$ cat src/rtl/servo_pkg.sv
// Shared constants and command-byte classification for the servo gate array.
package servo_pkg;

    localparam int unsigned POS_MIN = 1;
    localparam int unsigned POS_MAX = 16;
    localparam int unsigned STO_MIN = 103;
    localparam int unsigned STO_MAX = 113;
    localparam int unsigned STO_OFS = 100;

    localparam int unsigned DEF_PERIOD_CYC  = 1000000;
    localparam int unsigned DEF_OPEN_CYC    = 35000;
    localparam int unsigned DEF_REST_CYC    = 110000;
    localparam int unsigned DEF_STEP_CYC    = 5000;
    localparam logic [15:0] DEF_MATCH_MASK  = 16'h3BB8;

    typedef enum logic [1:0] {
        CMD_NONE,
        CMD_POS,
        CMD_STO,
        CMD_ERR
    } cmd_kind_e;

    function automatic cmd_kind_e classify(input logic [7:0] code);
        cmd_kind_e kind;
        kind = CMD_ERR;
        if (32'(code) >= POS_MIN && 32'(code) <= POS_MAX) begin
            kind = CMD_POS;
        end else if (32'(code) >= STO_MIN && 32'(code) <= STO_MAX) begin
            kind = CMD_STO;
        end
        return kind;
    endfunction

endpackage

$ cat src/rtl/servo_array_ctrl_if.sv
// Received-byte stream from the UART receiver into the servo array controller.
interface servo_array_ctrl_if;

    logic [7:0] rx_data;
    logic       rx_valid;

    modport master (output rx_data, output rx_valid);
    modport slave  (input  rx_data, input  rx_valid);

endinterface

$ cat src/rtl/servo_pwm_channel.sv
// One servo output: frame-synchronous slew-limited width register and PWM compare.
module servo_pwm_channel #(
    parameter int unsigned CW       = 20,
    parameter int unsigned REST_CYC = 110000,
    parameter int unsigned STEP_CYC = 5000
) (
    input  logic          clk,
    input  logic          rst_n,
    input  logic [CW-1:0] frame_cnt,
    input  logic          frame_wrap,
    input  logic [CW-1:0] target,
    output logic          pwm,
    output logic          at_target
);

    logic [CW-1:0] width;
    logic [CW-1:0] width_nxt;
    logic [CW-1:0] diff;

    // Within one step of the target we land exactly on it, so the ramp never overshoots.
    always_comb begin
        diff      = (target >= width) ? (target - width) : (width - target);
        width_nxt = target;
        if (STEP_CYC != 0 && 32'(diff) > STEP_CYC) begin
            width_nxt = (target > width) ? (width + CW'(STEP_CYC))
                                         : (width - CW'(STEP_CYC));
        end
    end

    assign at_target = (width == target);

    always_ff @(posedge clk) begin
        if (!rst_n) begin
            width <= CW'(REST_CYC);
            pwm   <= 1'b0;
        end else begin
            pwm <= (frame_cnt < width);
            if (frame_wrap) begin
                width <= width_nxt;
            end
        end
    end

endmodule

$ cat src/rtl/servo_array_ctrl.sv
// Multi-channel gate servo driver: decodes position/storage bytes, opens the matching
// gate, and drives slew-limited hobby-servo PWM with an optional auto-close hold timer.
module servo_array_ctrl
    import servo_pkg::*;
#(
    parameter int unsigned N_CH        = 4,
    parameter int unsigned PERIOD_CYC  = DEF_PERIOD_CYC,
    parameter int unsigned OPEN_CYC    = DEF_OPEN_CYC,
    parameter int unsigned REST_CYC    = DEF_REST_CYC,
    parameter int unsigned STEP_CYC    = DEF_STEP_CYC,
    parameter logic [15:0] MATCH_MASK  = DEF_MATCH_MASK,
    parameter int unsigned HOLD_FRAMES = 0
) (
    input  logic              clk,
    input  logic              rst_n,
    servo_array_ctrl_if.slave rx,
    output logic [N_CH-1:0]   servo,
    output logic              busy,
    output logic              cmd_err
);

    localparam int unsigned CW = $clog2(PERIOD_CYC);
    localparam int unsigned HW = (HOLD_FRAMES > 0) ? $clog2(HOLD_FRAMES + 1) : 1;

    cmd_kind_e       kind;
    logic            pos_wr;
    logic            sto_wr;
    logic [4:0]      pos_reg;
    logic [6:0]      sto_reg;
    logic [31:0]     mask_ext;
    logic            match;
    logic [2:0]      ch_sel;
    logic            expired;
    logic [HW-1:0]   hold_cnt;
    logic [CW-1:0]   frame_cnt;
    logic            frame_wrap;
    logic [N_CH-1:0] at_tgt;

    assign kind   = rx.rx_valid ? classify(rx.rx_data) : CMD_NONE;
    assign pos_wr = (kind == CMD_POS);
    assign sto_wr = (kind == CMD_STO);

    // Mask is widened so pos_reg==16 indexes a zero bit rather than falling off the end.
    assign mask_ext = {16'h0000, MATCH_MASK};
    assign match    = (sto_reg == (7'(pos_reg) + 7'(STO_OFS))) && mask_ext[pos_reg];
    assign ch_sel   = 3'((pos_reg - 5'd1) >> 2);

    assign frame_wrap = (frame_cnt == CW'(PERIOD_CYC - 1));

    always_ff @(posedge clk) begin
        if (!rst_n) begin
            pos_reg <= '0;
            sto_reg <= '0;
            cmd_err <= 1'b0;
        end else begin
            cmd_err <= (kind == CMD_ERR);
            if (pos_wr) pos_reg <= rx.rx_data[4:0];
            if (sto_wr) sto_reg <= rx.rx_data[6:0];
        end
    end

    always_ff @(posedge clk) begin
        if (!rst_n) begin
            frame_cnt <= '0;
        end else begin
            frame_cnt <= frame_wrap ? '0 : (frame_cnt + CW'(1));
        end
    end

    // Any register write restarts the hold; a write in the wrap cycle wins over the increment.
    always_ff @(posedge clk) begin
        if (!rst_n) begin
            hold_cnt <= '0;
            expired  <= 1'b0;
        end else if (pos_wr || sto_wr) begin
            hold_cnt <= '0;
            expired  <= 1'b0;
        end else if (HOLD_FRAMES != 0 && frame_wrap && match && !expired) begin
            hold_cnt <= hold_cnt + HW'(1);
            if (32'(hold_cnt) + 1 == HOLD_FRAMES) begin
                expired <= 1'b1;
            end
        end
    end

    for (genvar i = 0; i < N_CH; i++) begin : g_ch
        logic [CW-1:0] target;

        assign target = (match && !expired && ch_sel == 3'(i)) ? CW'(OPEN_CYC) : CW'(REST_CYC);

        servo_pwm_channel #(
            .CW       (CW),
            .REST_CYC (REST_CYC),
            .STEP_CYC (STEP_CYC)
        ) u_ch (
            .clk        (clk),
            .rst_n      (rst_n),
            .frame_cnt  (frame_cnt),
            .frame_wrap (frame_wrap),
            .target     (target),
            .pwm        (servo[i]),
            .at_target  (at_tgt[i])
        );
    end

    always_ff @(posedge clk) begin
        if (!rst_n) begin
            busy <= 1'b0;
        end else begin
            busy <= ~&at_tgt;
        end
    end

endmodule
$ cat src/flat_wrapper.sv
// flat-port wrapper written by rule: the top's interface ports become plain ports
module servo_array_ctrl_flat import servo_pkg::*;
#(
    parameter int unsigned N_CH        = 4,
    parameter int unsigned PERIOD_CYC  = DEF_PERIOD_CYC,
    parameter int unsigned OPEN_CYC    = DEF_OPEN_CYC,
    parameter int unsigned REST_CYC    = DEF_REST_CYC,
    parameter int unsigned STEP_CYC    = DEF_STEP_CYC,
    parameter logic [15:0] MATCH_MASK  = DEF_MATCH_MASK,
    parameter int unsigned HOLD_FRAMES = 0
)
  (clk, rst_n, servo, busy, cmd_err, rx_rx_data, rx_rx_valid);
  servo_array_ctrl_if rx_i ();
  input  logic clk;
  input  logic rst_n;
  output logic [N_CH-1:0] servo;
  output logic busy;
  output logic cmd_err;
  input wire logic [$bits(rx_i.rx_data)-1:0] rx_rx_data;
  input wire logic [$bits(rx_i.rx_valid)-1:0] rx_rx_valid;
  assign rx_i.rx_data = rx_rx_data;
  assign rx_i.rx_valid = rx_rx_valid;
  servo_array_ctrl #(.N_CH(N_CH), .PERIOD_CYC(PERIOD_CYC), .OPEN_CYC(OPEN_CYC), .REST_CYC(REST_CYC), .STEP_CYC(STEP_CYC), .MATCH_MASK(MATCH_MASK), .HOLD_FRAMES(HOLD_FRAMES)) u_core (.clk(clk), .rst_n(rst_n), .rx(rx_i), .servo(servo), .busy(busy), .cmd_err(cmd_err));
endmodule
$ cat config.mk
export PLATFORM = sky130hd
export DESIGN_NAME = servo_array_ctrl_flat
export DESIGN_NICKNAME = d
export VERILOG_FILES = /design/src/rtl/servo_pkg.sv /design/src/rtl/servo_array_ctrl_if.sv /design/src/rtl/servo_pwm_channel.sv /design/src/rtl/servo_array_ctrl.sv /design/src/flat_wrapper.sv
export SDC_FILE = /design/constraint.sdc
export NUM_CORES = 1
export LEC_CHECK = 0
export CAP_MARGIN = 20
export CORE_MARGIN = 1
export CORE_UTILIZATION = 25
export DETAILED_ROUTE_END_ITERATION = 10
export PLACE_DENSITY = 0.42
export SYNTH_ARGS = -nofsm -noshare
export SYNTH_HDL_FRONTEND = slang
export SYNTH_HIERARCHICAL = 1
export SYNTH_SLANG_ARGS = --single-unit
$ cat constraint.sdc
create_clock -name clk -period 9.9 [get_ports clk]
set_clock_uncertainty 0.1 [all_clocks]
set_input_delay 1.98 -clock clk [delete_from_list [all_inputs] [get_ports clk]]
set_output_delay 1.98 -clock clk [all_outputs]
set_load 0.02 [all_outputs]
==> results.yml <==
cts:
  post_cts_resized: 0
  tritoncts: "done"
  clkLatencyLatePin_ps: 460
  clkTransAtPathRegs_ps: 60
  cts.sinks: 119
  cts_max_level: 4
  cts_root_buffer: "clkbuf_16"
  ctsHoldBuffers: 0
  clock_path_buffers: 2
  post_cts_buffers: 0
  cts-buffers-inserted: 17
worst_setup_path:
  crit_end: "u_core/g_ch[3].u_ch/width[19]"
  reg2reg_depth: 24
  startpoint: "u_core/pos_reg[2]"
  start_kind: "flip-flop"
  reg2reg_slack_ps: 1970
  r2r-start: "u_core/pos_reg[2]"
  timing.rr.end: "u_core/g_ch[3].u_ch/width[19]"
  crit_type: "flip-flop to flip-flop"
  required_ps: 10160
  cp_max_fo: 12
  endpoint_kind: "flip-flop"
  worst_ep_arrival_time_ps: 8190
sta:
  grt_setup_unrepaired: "no"
  post-route-period-util: 0.801
  drv_slew: 0
  hold_viol_final: 0
  tightest_slew_ps: 1100
  max-slew-margin-rel: 0.256
  fin_crit_ps: 7930
  hold_ws_ps: 381
  max_clock_freq_mhz: 126
  tns_ps: 0
  setup_viol: 0
cells_and_area:
  drive_gt1_frac: 0.0536
  largest_reg_flops: 80
  fin_nets: 2975
  final_common_cell: "ha_1"
  n_fill_cell: 8546
  syn2layout_area_growth_pct: 10.7
  final_cell_mix: "296 x ha_1, 213 x inv_1, 191 x a21oi_1"
  seq_area_um2: 2380
  multi_input_area_um2: 16100
  n_antenna_cell: 0
synthesis:
  ys_types: 117
  synth-async-reset-ratio: 0
  yosysWarnings: 6
  yosysSeqAreaShare: 0.122
  synthesis.area_um2: 19500
  synth_edf_count: 0
  yosys_most_used_dff: "dfxtp_1"
  netlist_instances: 2583
  ys_ff_latch: 119
  avgSynthCellArea_um2: 7.56
detailed_routing:
  drt_iter0_markers: 1348
  routed.top_layer: "met4"
  vias: 19100
  antenna_left: 0
  wirelength_um: 65900
  dr_wl_met2_um: 30800
  dr_wl_met3_um: 2130
  drc: 0
  wl_per_cell_um: 17.8
  first_pass_iters: 7
  met1_length_um: 31800
  viasPerCell: 5.16
global_route:
  grt_overflow_total: 0
  grt_pass1_wl_um: 104000
  grt_pass1_vias: 18000
  antenna_found_initial: 0
  grt_usage: 0.166
  grt_max_degree: 61
outcome:
  status: "finished clean"
placement:
  gp_congestion: 0.866
  hpwl_um: 50600
  port_buffers: 16
flow_run:
  drv_cap: 0
power_and_ir_drop:
  p_per_area_nw_per_um2: 82.8
  leakagePower_nw: 9.51
  vdd_drop_max_mv: 0.124
min_path:
  hold_path.class: "flip-flop to flip-flop"
floorplanning:
  num_io_pins: 17
  die_h_um: 281
  core_region_area_um2: 77300
  fp-row-count: 102
  die_area_um2: 79200
  die_w_um: 281
  start_util: 0.252
synthesized netlist by cell type, types with 30 or more instances:
| master | count | share of area |
|---|---|---|
| and3_1 | 33 | 0.011 |
| a211oi_1 | 56 | 0.022 |
| nand2_1 | 187 | 0.036 |
| buf_2 | 34 | 0.0087 |
| o211ai_1 | 30 | 0.012 |
| o21ai_0 | 154 | 0.039 |
| xor2_1 | 49 | 0.022 |
| inv_1 | 213 | 0.041 |
| o21a_1 | 34 | 0.013 |
| a31oi_1 | 38 | 0.012 |
| a21oi_1 | 191 | 0.049 |
| a21o_1 | 88 | 0.034 |
| mux2i_1 | 32 | 0.016 |
| ha_1 | 296 | 0.19 |
| xnor2_1 | 90 | 0.040 |
| nand3_1 | 94 | 0.024 |
| dfxtp_1 | 119 | 0.12 |
| nand4_1 | 46 | 0.015 |
| nor3_1 | 61 | 0.016 |
| clkbuf_1 | 55 | 0.011 |
| nor2_1 | 153 | 0.029 |
| o21bai_1 | 31 | 0.012 |
metal layers:
metal	up-vias	track usage
met5	-	0
met4	0	0.0425
met3	60	0.0160
met2	431	0.276
met1	9146	0.226
li1	9504	-
final cells by class:
type                       count  share of cell area
inverter                     218              0.0383
clock buffer                  20              0.0216
sequential                   119               0.110
timing repair buffer          31              0.0127
multi-input combinational   2269               0.747
tap                         1040              0.0602
clock inverter                12              0.0102
per-stage QoR:
stage          power (W)  worst slack [ps]  instances  utilization  cell area, um2
2_1_floorplan   0.000924              3190       2737            -           20100
3_3_place_gp     0.00103              2300       3675        0.270           20900
3_5_place_dp     0.00103              2150       3676        0.270           20900
4_1_cts          0.00180              2080       3708        0.279           21600
5_1_grt          0.00189              1380       3709        0.279           21600
6_report         0.00179              1970       3709        0.279           21600
worst min-delay path by stage:
stage | from | slack (ps) | cells after the start | endpoint
after floorplan | u_core/frame_cnt[0] | 350 | 1 | u_core/frame_cnt[0]
after global placement | u_core/g_ch[3].u_ch/width[2] | 370 | 2 | u_core/g_ch[3].u_ch/width[2]
after detailed placement | u_core/sto_reg[3] | 380 | 2 | u_core/sto_reg[3]
after CTS | u_core/sto_reg[3] | 390 | 2 | u_core/sto_reg[3]
after global routing | u_core/sto_reg[3] | 400 | 2 | u_core/sto_reg[3]
final | u_core/sto_reg[0] | 380 | 2 | u_core/sto_reg[0]
cells by family after synthesis:
group / count (synthesis) / synth area share
xor gates and xnor gates: 139 / 0.0624
adders and majority gates: 308 / 0.202
AOI/OAI and AO/OA: 848 / 0.302
and+or+nand+nor: 780 / 0.210
buffers and inverters: 349 / 0.0817
other: 2 / 0.000385
muxes: 38 / 0.0199
DFF: 119 / 0.122
worst max-delay path: stages, from the launching register on:
cell and delay [ps]:
dfxtp_1 520, inv_1 150, ha_1 330, xnor2_1 140, nand4_1 140, or4b_2 770, nor2_1 330, ha_1 380
nand3b_1 150, a21oi_1 250, o311ai_1 140, and3_1 280, nor2_1 480, inv_1 410, fa_1 510, a21oi_1 170
o21bai_1 130, a2111oi_0 690, o31ai_1 210, o41ai_1 570, o2111ai_1 220, a21oi_1 220, xnor2_1 140, a211oi_1 70
nor4b_1 330
power by group:
part           total [W]  switching [W]  internal [W]  leakage [nW]
combinational   0.000548       0.000337      0.000212          8.21
sequential      0.000486     0.00000439      0.000482         0.963
clock           0.000755       0.000263      0.000491         0.336
No activity file was read; power rests on OpenSTA's default activity.
